File: config.mk
export PLATFORM = sky130hd
export DESIGN_NAME = sram_arbiter
export DESIGN_NICKNAME = d
export VERILOG_FILES = /design/src/rtl/sram_arbiter.sv
export SDC_FILE = /design/constraint.sdc
export NUM_CORES = 1
export LEC_CHECK = 0
export BUFFER_PORTS_ARGS = -buffer_cell sky130_fd_sc_hd__buf_2
export CORE_AREA = 2 2 125 127
export DETAILED_ROUTE_END_ITERATION = 16
export DIE_AREA = 0 0 127 129
export PLACE_DENSITY = 0.53
export SYNTH_ARGS = -nofsm -noshare
export SYNTH_HDL_FRONTEND = slang
export SYNTH_SLANG_ARGS = --single-unit
File: constraint.sdc
create_clock -name clk -period 2.85 [get_ports clk]
set_input_delay 0.4275 -clock clk [delete_from_list [all_inputs] [get_ports clk]]
set_output_delay 0.4275 -clock clk [all_outputs]
set_load 0.03 [all_outputs]
File: src/rtl/sram_arbiter.sv
// Two-master (inst/data) to one SRAM-like slave arbiter with in-order response routing.
// Optional round-robin tie-breaking is enabled by defining SRAM_ARB_RR_EN (default: data wins ties).
module sram_arbiter #(
  parameter int OST_DEPTH = 4
) (
  input  logic        clk,
  input  logic        rst,
  input  logic        inst_req,
  input  logic        inst_wr,
  input  logic [1:0]  inst_size,
  input  logic [3:0]  inst_wstrb,
  input  logic [31:0] inst_addr,
  input  logic [31:0] inst_wdata,
  output logic        inst_addr_ok,
  output logic        inst_data_ok,
  output logic [31:0] inst_rdata,
  input  logic        data_req,
  input  logic        data_wr,
  input  logic [1:0]  data_size,
  input  logic [3:0]  data_wstrb,
  input  logic [31:0] data_addr,
  input  logic [31:0] data_wdata,
  output logic        data_addr_ok,
  output logic        data_data_ok,
  output logic [31:0] data_rdata,
  output logic        mem_req,
  output logic        mem_wr,
  output logic [1:0]  mem_size,
  output logic [3:0]  mem_wstrb,
  output logic [31:0] mem_addr,
  output logic [31:0] mem_wdata,
  input  logic        mem_addr_ok,
  input  logic        mem_data_ok,
  input  logic [31:0] mem_rdata,
  output logic        err_stray
);

  localparam int PTR_W = (OST_DEPTH > 2) ? $clog2(OST_DEPTH) : 1;
  localparam int CNT_W = PTR_W + 1;

  typedef enum logic {IDLE = 1'b0, LOCK = 1'b1} state_t;

  state_t               state_q, state_d;
  logic                 lock_side_q, lock_side_d;
  logic [OST_DEPTH-1:0] owner_q, owner_d;
  logic [PTR_W-1:0]     wr_ptr_q, wr_ptr_d;
  logic [PTR_W-1:0]     rd_ptr_q, rd_ptr_d;
  logic [CNT_W-1:0]     cnt_q, cnt_d;
  logic                 err_stray_q, err_stray_d;
`ifdef SRAM_ARB_RR_EN
  logic                 rr_q, rr_d;
`endif

  logic gnt, win_req, full, empty, push, pop, head;

  // Grant side: 1 = data, 0 = inst
  always_comb begin
    if (state_q == LOCK) begin
      gnt = lock_side_q;
    end else if (inst_req && data_req) begin
`ifdef SRAM_ARB_RR_EN
      gnt = rr_q;
`else
      gnt = 1'b1;
`endif
    end else begin
      gnt = data_req;
    end
  end

  assign win_req = gnt ? data_req : inst_req;
  assign full    = (cnt_q == CNT_W'(OST_DEPTH));
  assign empty   = (cnt_q == {CNT_W{1'b0}});
  assign push    = mem_req & mem_addr_ok;
  assign pop     = mem_data_ok & ~empty;
  assign head    = owner_q[rd_ptr_q];

  assign mem_req   = win_req & ~full;
  assign mem_wr    = gnt ? data_wr    : inst_wr;
  assign mem_size  = gnt ? data_size  : inst_size;
  assign mem_wstrb = gnt ? data_wstrb : inst_wstrb;
  assign mem_addr  = gnt ? data_addr  : inst_addr;
  assign mem_wdata = gnt ? data_wdata : inst_wdata;

  assign inst_addr_ok = push & ~gnt;
  assign data_addr_ok = push & gnt;
  assign inst_data_ok = pop & ~head;
  assign data_data_ok = pop & head;
  assign inst_rdata   = mem_rdata;
  assign data_rdata   = mem_rdata;
  assign err_stray    = err_stray_q;

  // Next-state for the lock FSM, owner FIFO and stray flag
  always_comb begin
    state_d     = state_q;
    lock_side_d = lock_side_q;
    case (state_q)
      IDLE: begin
        if (mem_req && !mem_addr_ok) begin
          state_d     = LOCK;
          lock_side_d = gnt;
        end else begin
          state_d = IDLE;
        end
      end
      LOCK: begin
        if (mem_addr_ok) begin
          state_d = IDLE;
        end else begin
          state_d = LOCK;
        end
      end
      default: state_d = IDLE;
    endcase

    owner_d = owner_q;
    if (push) begin
      owner_d[wr_ptr_q] = gnt;
      wr_ptr_d          = wr_ptr_q + PTR_W'(1);
    end else begin
      wr_ptr_d = wr_ptr_q;
    end
    if (pop) begin
      rd_ptr_d = rd_ptr_q + PTR_W'(1);
    end else begin
      rd_ptr_d = rd_ptr_q;
    end
    case ({push, pop})
      2'b10:   cnt_d = cnt_q + CNT_W'(1);
      2'b01:   cnt_d = cnt_q - CNT_W'(1);
      default: cnt_d = cnt_q;
    endcase

    err_stray_d = err_stray_q | (mem_data_ok & empty);
`ifdef SRAM_ARB_RR_EN
    if (push) begin
      rr_d = ~gnt;
    end else begin
      rr_d = rr_q;
    end
`endif
  end

  // State registers; reset leaves the RR pointer favoring data
  always_ff @(posedge clk or posedge rst) begin
    if (rst) begin
      state_q     <= IDLE;
      lock_side_q <= 1'b0;
      owner_q     <= {OST_DEPTH{1'b0}};
      wr_ptr_q    <= {PTR_W{1'b0}};
      rd_ptr_q    <= {PTR_W{1'b0}};
      cnt_q       <= {CNT_W{1'b0}};
      err_stray_q <= 1'b0;
`ifdef SRAM_ARB_RR_EN
      rr_q        <= 1'b1;
`endif
    end else begin
      state_q     <= state_d;
      lock_side_q <= lock_side_d;
      owner_q     <= owner_d;
      wr_ptr_q    <= wr_ptr_d;
      rd_ptr_q    <= rd_ptr_d;
      cnt_q       <= cnt_d;
      err_stray_q <= err_stray_d;
`ifdef SRAM_ARB_RR_EN
      rr_q        <= rr_d;
`endif
    end
  end

endmodule

==> results of run 1 <==
## worst paths after layout
check | to | slack, ns
setup / recovery | cnt_q[2] | 0.52
hold / removal | err_stray | 0.23
setup reg to reg | cnt_q[2] | 0.52
hold reg to reg | err_stray | 0.46
max in group asynchronous | owner_q[2] | 2.24
min in group clk | state_q | 0.40
## registers in the layout, indices dropped and copies added, names as in the netlist
signal	flops
cnt_q	3
err_stray	1
rd_ptr_q	2
lock_side_q	1
state_q	1
owner_q	4
wr_ptr_q	2
## cell type report
class / instances / area, sq um
multi-input combinational: 258 / 1230
inverter: 7 / 26.3
sequential: 14 / 350
tap: 188 / 235
timing repair buffer: 227 / 1160
fill: 1708 / 11900
clock buffer: 4 / 88.8
## layer usage
layer / up-vias / wire, um
met3: 10 / 1230
met5: - / 0
met2: 174 / 4560
met1: 1079 / 3690
li1: 1343 / -
met4: 0 / 47
## logic make-up (layout without fill, tap and decap cells)
kind of cell,count (synthesis),count (layout),synth area share (%)
DFF,14,14,16.2
muxes,5,5,3.35
buffers and inverters,88,238,27.2
xor gates and xnor gates,6,6,2.43
AOI/OAI and AO/OA,11,11,4.97
adders and majority gates,6,6,3.82
and+or+nand+nor,230,230,42.0
## stage by stage
stage	power (mW)	cells	hold WS, ns	worst slack [ns]	util (%)
2_1_floorplan	1.92	360	0.317	0.727	-
3_3_place_gp	2.36	694	0.447	0.588	20.0
3_5_place_dp	2.36	694	0.441	0.520	20.0
4_1_cts	2.67	698	0.251	0.513	20.6
5_1_grt	2.84	698	0.308	0.354	20.6
6_report	2.64	698	0.231	0.523	20.6
## cell usage after synthesis (2+ instances only)
cell and number:
sky130_fd_sc_hd__nor2_1 2, sky130_fd_sc_hd__ha_1 5, sky130_fd_sc_hd__dfrtp_1 14, sky130_fd_sc_hd__nand2_1 214, sky130_fd_sc_hd__a32o_2 4, sky130_fd_sc_hd__nand4_1 4
sky130_fd_sc_hd__clkbuf_1 7, sky130_fd_sc_hd__xor2_1 3, sky130_fd_sc_hd__and2_1 3, sky130_fd_sc_hd__buf_4 64, sky130_fd_sc_hd__buf_2 9, sky130_fd_sc_hd__xnor2_1 3
sky130_fd_sc_hd__inv_1 7
## power groups by stage
stage	clock, mW	sequential (mW)	combinational, mW
2_1_floorplan	0	0.384	1.54
3_3_place_gp	0	0.399	1.97
3_5_place_dp	0	0.400	1.96
4_1_cts	0.299	0.398	1.97
5_1_grt	0.309	0.414	2.12
6_report	0.294	0.398	1.95
## worst reg2reg max path, cell delays in order (launching register included)
cell	delay (ns)
sky130_fd_sc_hd__dfrtp_1	0.42
sky130_fd_sc_hd__or3b_1	0.55
sky130_fd_sc_hd__o2111ai_2	0.20
sky130_fd_sc_hd__ha_1	0.24
sky130_fd_sc_hd__inv_1	0.06
sky130_fd_sc_hd__fa_1	0.37
sky130_fd_sc_hd__xor2_1	0.15
sky130_fd_sc_hd__nor2_1	0.11
sky130_fd_sc_hd__xor2_1	0.15
==> impl_results.rst, run 1 <==
.. list-table::
   :header-rows: 1

   * - Metric
     - Value
   * - RSZ-0062 raised after global routing
     - no
   * - Number of global-route vias before repair
     - 2348
   * - Fin nets
     - 697
   * - Cell class contributing the biggest share of worst-path delay
     - simple AND/OR/NAND/NOR gates
   * - Sequential element share of the synthesized area
     - 16.2%
   * - Routed length per placed instance
     - 13.7 um
   * - Wire length of the first global-routing pass
     - 13200 um
   * - Type of the worst setup path
     - flop to flop
   * - Most common library cell in the layout ignoring fill and taps
     - sky130_fd_sc_hd__buf_2
   * - Power share of the sequential group
     - 15.1%
   * - Fraction of layout cells with a size suffix above 1
     - 47.5%
   * - Element type at the critical path end
     - flop
   * - Largest fanout on the critical path
     - 10
   * - Final TNS setup
     - 0 ns
   * - FMAX
     - 0.430 GHz
   * - Synth top area cells
     - sky130_fd_sc_hd__nand2_1 (37%), sky130_fd_sc_hd__buf_4 (22%), sky130_fd_sc_hd__dfrtp_1 (16%)
   * - I/O pin count
     - 321
   * - Setup crit start
     - cnt_q[0]
   * - Overall die area
     - 0.0164 sq mm
   * - Avg Cell Area, Syn
     - 6.01 sq um
   * - Clock sinks
     - 14
   * - Area overhead of the layout relative to synthesis
     - 42.8%
   * - Final number of max-transition violations
     - 0
   * - Post-Route Skew
     - 0.00406 ns
   * - Hpwl dp
     - 8090 um
   * - Result of the run
     - completed
   * - Antenna cells
     - 0
   * - Fraction of met2 tracks used by global routing
     - 17.5%
   * - Post-CTS clock slew at the launch and capture registers of the worst setup and hold paths
     - 0.05 ns
   * - Tmin final
     - 2.33 ns
   * - TritonCTS Buffers
     - 3
   * - Cell-internal power
     - 1.14 mW
   * - Via count
     - 2606
   * - Cell depth of the worst flop-to-flop path
     - 8
   * - # H-tree levels
     - 1
   * - Number of post-CTS setup repair buffers
     - 0
   * - Buffer and inverter count on the worst path
     - 1
   * - Site row count
     - 45
   * - Number of hold buffers added after CTS
     - 0
   * - Final hold viol count
     - 0
   * - Worst skew pair latency
     - 0.24 ns
   * - Async SR Flop Fraction
     - 100%
   * - Grt met3 use
     - 5.24%
   * - Transition at the pin with the smallest max-transition slack
     - 0.567 ns
   * - Max-cap violations
     - 0
   * - Largest net degree at the start of global routing
     - 78
   * - Commonest cells after routing, fill and taps aside
     - sky130_fd_sc_hd__buf_2 (224), sky130_fd_sc_hd__nand2_1 (214), sky130_fd_sc_hd__dfrtp_1 (14), sky130_fd_sc_hd__inv_1 (7), sky130_fd_sc_hd__ha_1 (5)
   * - Maximum single-stage delay on the critical path
     - 0.55 ns
   * - Part of the cycle the worst path needs
     - 81.7%
   * - Maximum VDD drop
     - 0.537 mV
   * - FF+latch count, synth
     - 14
   * - Part of the power in the clock network
     - 11.1%
   * - Most crowded layer after global routing
     - met2
   * - Worst EP arrival
     - 2.49 ns
   * - Area share of the largest cell type after synthesis
     - 37.1%
   * - Number of instances resized during post-cts repair
     - 0
   * - Ordered cell list for the critical path
     - or3b_1 > o2111ai_2 > ha_1 > inv_1 > fa_1 > xor2_1 > nor2_1 > xor2_1
   * - Most common cell on crit path
     - sky130_fd_sc_hd__xor2_1
   * - Port Buf Inserts
     - 224
   * - Final RePlAce weighted congestion
     - 0.801
   * - Number of warnings issued by yosys
     - 0
   * - Post-Syn Area
     - 0.00216 sq mm
   * - Number of routed nets with antenna violations
     - 0
   * - Stages on the worst setup path
     - 8
   * - Cell with the largest stage delay on the worst path
     - sky130_fd_sc_hd__or3b_1
   * - Part of the power in combinational logic
     - 73.8%
   * - Area of the core
     - 0.0150 sq mm
   * - Critical Path RT
     - 3.02 ns
   * - Synth cell types
     - 34
   * - GRT Util Overall
     - 10.2%
   * - Starting DRT DRC Count
     - 98
   * - Starting Density
     - 14.4%
   * - Initial antenna violation count
     - 0
   * - Clock tree from TritonCTS
     - built
   * - Cell Area, Placed
     - 0.00300 sq mm
   * - Clock root buffer
     - sky130_fd_sc_hd__clkbuf_16
   * - Post-route DRC
     - 0
   * - Min-Delay Path Class
     - input pin to asynchronous set/reset pin
   * - Number of optimization iterations in the first detailed-route pass
     - 4
   * - Post-synth net total
     - 546
   * - Ratio of total power to cell area
     - 853 mW/mm^2
   * - Cell type with the largest total area after synthesis
     - sky130_fd_sc_hd__nand2_1
   * - Remaining global-route overflow
     - 0
   * - Buffers from clock root to sink, at most
     - 2
   * - Via/cell ratio
     - 3.73
   * - Area of all placed cells without fillers
     - 0.00309 sq mm
   * - Critical register-to-register path startpoint
     - cnt_q[0]
   * - Primary FF master, synth
     - sky130_fd_sc_hd__dfrtp_1
   * - Net Sw Frac
     - 56.6%
   * - Die X-Extent
     - 127 um
   * - Chip height
     - 129 um
   * - Worst slew margin relative to its limit
     - 62.2%
   * - Number of instances in the synthesized netlist
     - 360
   * - Global-route track usage on met1
     - 12.0%
   * - Switching pwr
     - 1.49 mW
   * - Leakage power summed over all cells
     - 1.97 nW
   * - Final Setup Violations
     - 0
   * - Critical Path Source Type
     - flop
   * - Aggregate routed wire length
     - 9530 um
   * - Number of enable flip-flop cells after synthesis
     - 0
Note: power is estimated with default switching activity, not from simulation.
==> run 2: changes to the inputs <==
Settings changed: ABC_AREA set to 1, CORE_AREA 2 2 125 127 to 2 2 124 126, DIE_AREA 0 0 127 129 to 0 0 126 128, PLACE_DENSITY 0.53 to 0.54.
Clock period 2.85 ns to 2.4 ns, I/O delays scaled along.
==> run 2 against run 1 <==
Non-clock buffer count unchanged. Via count grew 5.3%. Clock power rose by 21%. Register-to-register slack got worse by 0.23 ns. Clock skew shrank 0.0025 ns. Hold slack worse by 0.067 ns. Synthesized cell count increased by 8.9%. Global-route usage down 0.64 points. Combinational power rose by 52%. Critical path depth stayed put. Utilization increased by 0.30 points. Critical path type is now flop to output port. Largest power group unchanged. Highest routed layer unchanged.
==> impl_results.rst, run 2 <==
.. list-table::
   :header-rows: 1

   * - Metric
     - Value
   * - Result of the run
     - completed
   * - Type of the worst setup path
     - flop to output port
   * - Routed length per placed instance
     - 12.0 um (-12%)
   * - Registers with the most flip-flops
     - owner_q x4, cnt_q x3
   * - Element type at the critical path end
     - output port
   * - Worst setup slack for register-to-register paths
     - 0.29 ns (-0.23 ns)
   * - Ratio of total power to cell area
     - 1210 mW/mm^2 (+42%)
   * - TritonCTS Buffers
     - 3 (unchanged)
   * - Number of optimization iterations in the first detailed-route pass
     - 4 (unchanged)
   * - Overall die area
     - 0.0161 sq mm (-1.6%)
   * - Port Buf Inserts
     - 224 (unchanged)
   * - Wire length of the first global-routing pass
     - 12400 um (-5.5%)
   * - Starting Density
     - 14.8% (+0.40 points)
   * - I/O pin count
     - 321 (unchanged)
   * - Part of the cycle the worst path needs
     - 88.4%
   * - Initial antenna violation count
     - 0 (unchanged)
   * - Clock root buffer
     - sky130_fd_sc_hd__clkbuf_16
   * - Via count
     - 2743 (+5.3%)
   * - Die X-Extent
     - 126 um (-0.79%)
   * - Commonest cells post-synth
     - sky130_fd_sc_hd__nand2_1 (242), sky130_fd_sc_hd__buf_4 (72), sky130_fd_sc_hd__dfrtp_1 (14), sky130_fd_sc_hd__inv_1 (14)
   * - Buffers from clock root to sink, at most
     - 2 (unchanged)
   * - Tmin final
     - 2.12 ns
   * - Worst skew pair latency
     - 0.25 ns (about the same)
   * - Flip-flop count of the largest register, all copies and words added
     - 4 (unchanged)
   * - Critical Path RT
     - 2.04 ns (-0.98 ns)
   * - Final Setup Violations
     - 0 (unchanged)
   * - Primary FF master, synth
     - sky130_fd_sc_hd__dfrtp_1
   * - Remaining global-route overflow
     - 0 (unchanged)
   * - Antenna cells
     - 0 (unchanged)
   * - Final RePlAce weighted congestion
     - 0.750 (-6.4%)
   * - Number of instances resized during post-cts repair
     - 0 (unchanged)
   * - FF+latch count, synth
     - 14 (unchanged)
   * - Number of routed nets with antenna violations
     - 0 (unchanged)
   * - Cell type with the largest total area after synthesis
     - sky130_fd_sc_hd__nand2_1
   * - Most common library cell in the layout ignoring fill and taps
     - sky130_fd_sc_hd__nand2_1
   * - Largest net degree at the start of global routing
     - 77 (-1.3%)
   * - Via/cell ratio
     - 3.75 (+0.51%)
   * - Commonest cells after routing, fill and taps aside
     - sky130_fd_sc_hd__nand2_1 (242), sky130_fd_sc_hd__buf_2 (224), sky130_fd_sc_hd__inv_1 (14), sky130_fd_sc_hd__dfrtp_1 (14)
   * - Largest register by flop count
     - owner_q
   * - Sequential element share of the synthesized area
     - 15.9% (-0.31 points)
   * - Post-route DRC
     - 0 (unchanged)
   * - Final number of max-transition violations
     - 0 (unchanged)
   * - Number of enable flip-flop cells after synthesis
     - 0 (unchanged)
   * - Post-Syn Area
     - 0.00221 sq mm (+2.0%)
   * - RR Endpoint
     - cnt_q[2]
   * - Cell depth of the worst flop-to-flop path
     - 11 (+3)
   * - Number of post-CTS setup repair buffers
     - 0 (unchanged)
   * - Number of global-route vias before repair
     - 2288 (-2.6%)
   * - RSZ-0062 raised after global routing
     - no
   * - Critical register-to-register path startpoint
     - cnt_q[0]
   * - Worst EP arrival
     - 1.76 ns (-0.73 ns)
   * - Site row count
     - 45 (unchanged)
   * - Final hold viol count
     - 0 (unchanged)
   * - Min-Delay Path Class
     - input pin to asynchronous set/reset pin
   * - GRT Util Overall
     - 9.60% (-0.64 points)
   * - Clock tree from TritonCTS
     - built
   * - Maximum VDD drop
     - 0.418 mV (-22%)
   * - Leakage power summed over all cells
     - 2.04 nW (+3.5%)
   * - Post-synth net total
     - 578 (+5.9%)
   * - Number of instances in the synthesized netlist
     - 392 (+8.9%)
   * - Async SR Flop Fraction
     - 100% (unchanged)
   * - Max-cap violations
     - 0 (unchanged)
   * - Worst slack at placement
     - 0.274 ns (-0.245 ns)
   * - Critical Path Source Type
     - flop
   * - Chip height
     - 128 um (-0.78%)
   * - Clock sinks
     - 14 (unchanged)
   * - Area overhead of the layout relative to synthesis
     - 41.0%
   * - Number of hold buffers added after CTS
     - 0 (unchanged)
   * - Transition at the pin with the smallest max-transition slack
     - 0.569 ns (+0.00194 ns)
   * - Area share of the largest cell type after synthesis
     - 41.2% (+4.0 points)
   * - Post-Route Skew
     - 0.00152 ns (-0.00254 ns)
   * - Worst slew margin relative to its limit
     - 62.0% (-0.13 points)
   * - Area of the core
     - 0.0149 sq mm (-0.75%)
   * - Synth cell types
     - 22 (-35%)
   * - Aggregate routed wire length
     - 8800 um (-7.7%)
   * - Count leader, synth
     - sky130_fd_sc_hd__nand2_1
   * - Avg Cell Area, Syn
     - 5.63 sq um (-6.4%)
   * - Largest fanout on the critical path
     - 28 (+18)
   * - Number of warnings issued by yosys
     - 0 (unchanged)
   * - Post-CTS clock slew at the launch and capture registers of the worst setup and hold paths
     - 0.05 ns (about the same)
   * - FMAX
     - 0.471 GHz
   * - Starting DRT DRC Count
     - 93 (-5.1%)
   * - Worst path setup slack after routing
     - 0.279 ns (-0.244 ns)
   * - Fin nets
     - 730 (+4.7%)
   * - Final TNS setup
     - 0 ns (unchanged)
   * - Synth top area cells
     - sky130_fd_sc_hd__nand2_1 (41%), sky130_fd_sc_hd__buf_4 (25%), sky130_fd_sc_hd__dfrtp_1 (16%)
   * - # H-tree levels
     - 1 (unchanged)
   * - Fraction of layout cells with a size suffix above 1
     - 43.8% (-3.6 points)
   * - Hpwl dp
     - 7430 um (-8.2%)
==> run 2: worst max path at each step <==
stage,depth (start not counted),to,start
3_3_place_gp,11,cnt_q[2],cnt_q[0]
6_report,8,mem_addr[23],state_q
3_5_place_dp,11,cnt_q[2],cnt_q[0]
5_1_grt,11,cnt_q[2],cnt_q[0]
4_1_cts,8,mem_wdata[5],state_q
2_1_floorplan,11,cnt_q[2],cnt_q[0]
==> run 2: layout make-up <==
class | instances | area [sq um]
Sequential cell | 14 | 350
Inverter | 16 | 60.1
Clock buffer | 4 | 88.8
Fill cell | 1763 | 11800
Tap cell | 188 | 235
Multi-Input combinational cell | 282 | 1190
Timing Repair Buffer | 227 | 1180
==> run 2: metrics by stage <==
step | cells | cell area (sq um) | hold slack [ns] | total power [mW] | utilization (%)
final | 731 | 3110 | 0.164 | 3.76 | 20.9
after detailed placement | 727 | 3020 | 0.457 | 3.44 | 20.3
after floorplan | 392 | 2210 | 0.249 | 2.77 | -
after global routing | 731 | 3110 | 0.201 | 4.09 | 20.9
after global placement | 727 | 3020 | 0.439 | 3.45 | 20.3
after CTS | 731 | 3110 | 0.194 | 3.82 | 20.9
==> run 2: critical path: stages, from the launching register on <==
cell                      delay (ns)
sky130_fd_sc_hd__dfrtp_1        0.37
sky130_fd_sc_hd__inv_1          0.06
sky130_fd_sc_hd__nand2_1        0.10
sky130_fd_sc_hd__nand2_2        0.09
sky130_fd_sc_hd__inv_2          0.26
sky130_fd_sc_hd__buf_12         0.21
sky130_fd_sc_hd__nand2_1        0.06
sky130_fd_sc_hd__nand2_1        0.11
sky130_fd_sc_hd__buf_2          0.22
==> run 2: cells by family after synthesis <==
group | after synthesis | synth area share, %
fa+ha+maj | 6 | 3.74
flops | 14 | 15.9
buf+inv | 96 | 29.9
simple gates | 266 | 47.5
xor+xnor | 3 | 1.19
compound gates | 7 | 1.76
==> run 2: metal layers <==
metal	vias to the layer above	GRT usage, %	wire length, um	part of all wire (%)
li1	1418	-	-	-
met1	1106	11.6	3470	39
met2	210	15.1	3970	45
met3	9	5.30	1290	15
met4	0	1.81	76	0.86
met5	-	0	0	0
==> run 2: where the power goes <==
| group | switching [mW] | internal (mW) | total (mW) |
|---|---|---|---|
| logic | 2.12 | 0.850 | 2.97 |
| registers | 0.0865 | 0.349 | 0.435 |
| clock network | 0.103 | 0.253 | 0.356 |
| total | 2.31 | 1.45 | 3.76 |
==> run 3: changes to the inputs <==
Settings changed: ABC_AREA 1 to not set, CORE_AREA 2 2 124 126 to 2 2 125 127, DIE_AREA 0 0 126 128 to 0 0 127 129, PLACE_DENSITY 0.54 to 0.53.
==> run 3 against run 2 <==
Worst setup slack worse by 0.081 ns. Combinational power is 21% lower. Register-to-register slack hardly changed. Global-route usage is 0.76 points higher. Non-clock buffer count is 2 higher. Critical path depth is 2 lower. Critical path type unchanged. Critical endpoint is now mem_wstrb[1]. Largest cell class unchanged.
==> impl_results.rst, run 3 (synthesized netlist as in run 1, its figures left out) <==
.. list-table::
   :header-rows: 1

   * - Metric
     - Value
   * - Final RePlAce weighted congestion
     - 0.776 (+3.5%)
   * - Port Buf Inserts
     - 224 (unchanged)
   * - FMAX
     - 0.454 GHz (-3.7%)
   * - Remaining global-route overflow
     - 0 (unchanged)
   * - Initial antenna violation count
     - 0 (unchanged)
   * - Leakage power summed over all cells
     - 1.98 nW (-2.7%)
   * - Routed length per placed instance
     - 13.7 um (+13%)
   * - Final TNS setup
     - 0 ns (unchanged)
   * - Clock root buffer
     - sky130_fd_sc_hd__clkbuf_16
   * - Area overhead of the layout relative to synthesis
     - 44.1%
   * - Critical path endpoint
     - mem_wstrb[1]
   * - Cell-internal power
     - 1.38 mW (-4.6%)
   * - Worst setup slack for register-to-register paths
     - 0.28 ns (about the same)
   * - Cell class contributing the biggest share of worst-path delay
     - buffers and inverters
   * - Hpwl dp
     - 8130 um (+9.5%)
   * - Worst skew pair latency
     - 0.24 ns (about the same)
   * - Worst EP arrival
     - 1.84 ns (+0.08 ns)
   * - Most common library cell in the layout ignoring fill and taps
     - sky130_fd_sc_hd__buf_2
   * - Clock sinks
     - 14 (unchanged)
   * - Final Setup Violations
     - 0 (unchanged)
   * - Final number of max-transition violations
     - 0 (unchanged)
   * - RR Endpoint
     - cnt_q[2]
   * - Flip-flop count of the largest register, all copies and words added
     - 4 (unchanged)
   * - Switching pwr
     - 1.77 mW (-23%)
   * - RSZ-0062 raised after global routing
     - no
   * - Number of hold buffers added after CTS
     - 0 (unchanged)
   * - Type of the worst setup path
     - flop to output port
   * - Cell with the largest stage delay on the worst path
     - sky130_fd_sc_hd__buf_4
   * - Number of post-CTS setup repair buffers
     - 0 (unchanged)
   * - Ratio of total power to cell area
     - 1010 mW/mm^2 (-16%)
   * - Part of the cycle the worst path needs
     - 91.8% (+3.4 points)
   * - Area of the multi-input gates
     - 0.00123 sq mm (+3.1%)
   * - TritonCTS Buffers
     - 3 (unchanged)
   * - Number of global-route vias before repair
     - 2337 (+2.1%)
   * - Critical Path RT
     - 2.04 ns (about the same)
   * - Part of the power in combinational logic
     - 74.3% (-4.6 points)
   * - Maximum VDD drop
     - 0.718 mV (+72%)
   * - Buffers from clock root to sink, at most
     - 2 (unchanged)
   * - Setup crit start
     - state_q
   * - Registers with the most flip-flops
     - owner_q x4, cnt_q x3
   * - Total area of sequential cells
     - 350 sq um (unchanged)
   * - Largest fanout on the critical path
     - 33 (+18%)
   * - Via/cell ratio
     - 3.71 (-1.0%)
   * - Post-Route Skew
     - 0.00331 ns (+0.00179 ns)
   * - Maximum single-stage delay on the critical path
     - 0.38 ns (about the same)
   * - I/O pin count
     - 321 (unchanged)
   * - Largest register by flop count
     - owner_q
   * - Fill count
     - 1730 (-1.9%)
   * - Chip height
     - 129 um (+0.78%)
   * - Critical Path Source Type
     - flop
   * - Post-route DRC
     - 0 (unchanged)
   * - Total power of the final layout
     - 3.15 mW (-16%)
   * - Element type at the critical path end
     - output port
   * - Site row count
     - 45 (unchanged)
   * - GRT Util Overall
     - 10.4% (+0.76 points)
   * - Clock tree from TritonCTS
     - built
   * - Tmin final
     - 2.20 ns (+0.0812 ns)
   * - Via count
     - 2600 (-5.2%)
   * - Critical register-to-register path startpoint
     - cnt_q[0]
   * - Aggregate routed wire length
     - 9560 um (+8.6%)
   * - Part of the power in the clock network
     - 10.9% (+1.4 points)
   * - Net Sw Frac
     - 56.0% (-5.3 points)
   * - Number of instances resized during post-cts repair
     - 0 (unchanged)
   * - Buffer and inverter count on the worst path
     - 3 (-1)
   * - Final hold viol count
     - 0 (unchanged)
   * - Result of the run
     - completed
   * - Fin nets
     - 699 (-4.2%)
   * - Fraction of layout cells with a size suffix above 1
     - 47.7% (+3.8 points)
   * - Largest net degree at the start of global routing
     - 78 (+1.3%)
   * - Worst slew margin relative to its limit
     - 62.5% (+0.48 points)
   * - Commonest cells after routing, fill and taps aside
     - sky130_fd_sc_hd__buf_2 (224), sky130_fd_sc_hd__nand2_1 (214), sky130_fd_sc_hd__dfrtp_1 (14), sky130_fd_sc_hd__inv_1 (7), sky130_fd_sc_hd__ha_1 (5)
   * - Wire length of the first global-routing pass
     - 13500 um (+8.1%)
   * - Number of routed nets with antenna violations
     - 0 (unchanged)
   * - Starting Density
     - 14.4% (-0.40 points)
   * - Starting DRT DRC Count
     - 94 (+1.1%)
   * - Ordered cell list for the critical path
     - buf_4 > mux2i_4 > buf_4 > nand2_1 > nand2_1 > buf_2
   * - Area of the core
     - 0.0150 sq mm (+0.76%)
   * - Max-cap violations
     - 0 (unchanged)
   * - Antenna cells
     - 0 (unchanged)
   * - Post-CTS clock slew at the launch and capture registers of the worst setup and hold paths
     - 0.05 ns (about the same)
   * - Stages on the worst setup path
     - 6 (-2)
   * - Transition at the pin with the smallest max-transition slack
     - 0.562 ns (-0.00715 ns)
   * - # H-tree levels
     - 1 (unchanged)
   * - Overall die area
     - 0.0164 sq mm (+1.6%)
   * - Number of optimization iterations in the first detailed-route pass
     - 4 (unchanged)
   * - Min-Delay Path Class
     - input pin to asynchronous set/reset pin
   * - Die X-Extent
     - 127 um (+0.79%)
   * - Power share of the sequential group
     - 14.8% (+3.2 points)
   * - Cell depth of the worst flop-to-flop path
     - 8 (-3)
-- run 3: changes by cell type in the layout (fill, tap and decap cells not counted), sizes merged, moves of 2 or more --
cell | before | now
a21oi | 3 | 1
a32o | 0 | 5
and2 | 0 | 3
and3 | 0 | 2
buf | 227 | 229
inv | 16 | 7
mux2 | 0 | 2
mux2i | 0 | 2
nand2 | 244 | 214
nand3 | 4 | 1
nand4 | 8 | 4
nor2 | 9 | 2
o21ai | 3 | 1
xnor2 | 1 | 3
-- run 3: cell type report --
cell class	instances	area share, %
inverter	7	0.843
tap	188	7.55
timing repair buffer	229	38.0
clock buffer	4	2.85
sequential	14	11.2
multi-input combinational	258	39.5
-- run 3: routing by layer --
metal | wire length [um] | GRT usage [%] | vias to the layer above
li1 | - | - | 1348
met1 | 3640 | 12.4 | 1064
met2 | 4630 | 18.0 | 182
met3 | 1250 | 4.57 | 6
met4 | 39 | 0.776 | 0
met5 | 0 | 0 | -
-- run 3: worst min-delay path by stage --
stage,end,startpoint,cells past startpoint
final,lock_side_q,rst,2
after floorplan,cnt_q[0],rst,1
after global placement,owner_q[2],rst,2
after CTS,lock_side_q,rst,2
after global routing,lock_side_q,rst,2
after detailed placement,err_stray,err_stray,1
-- run 3: worst reg2reg max path: cells and delay by family, from the launching register on --
kind	cells	cell delay (ns)
AOI/OAI and AO/OA	1	0.14
xor gates and xnor gates	2	0.29
adders and majority gates	2	0.60
buffers and inverters	1	0.06
DFF	1	0.41
and+or+nand+nor	2	0.54
-- run 3: power by group through the flow --
stage	clock [mW]	sequential, mW	combinational, mW
floorplan	0	0.456	1.83
global placement	0	0.465	2.37
detailed placement	0	0.468	2.37
CTS	0.353	0.466	2.38
global route	0.369	0.484	2.56
finish	0.344	0.465	2.34
-- run 3: stage by stage --
stage | hold slack (ns) | cells | instance area (sq um) | utilization (%) | setup slack [ns]
after floorplan | 0.249 | 360 | 2160 | - | 0.277
after global placement | 0.443 | 696 | 3030 | 20.2 | 0.220
after detailed placement | 0.442 | 696 | 3030 | 20.2 | 0.181
after CTS | 0.195 | 700 | 3120 | 20.8 | 0.172
after global routing | 0.236 | 700 | 3120 | 20.8 | 0.0401
final | 0.163 | 700 | 3120 | 20.8 | 0.198
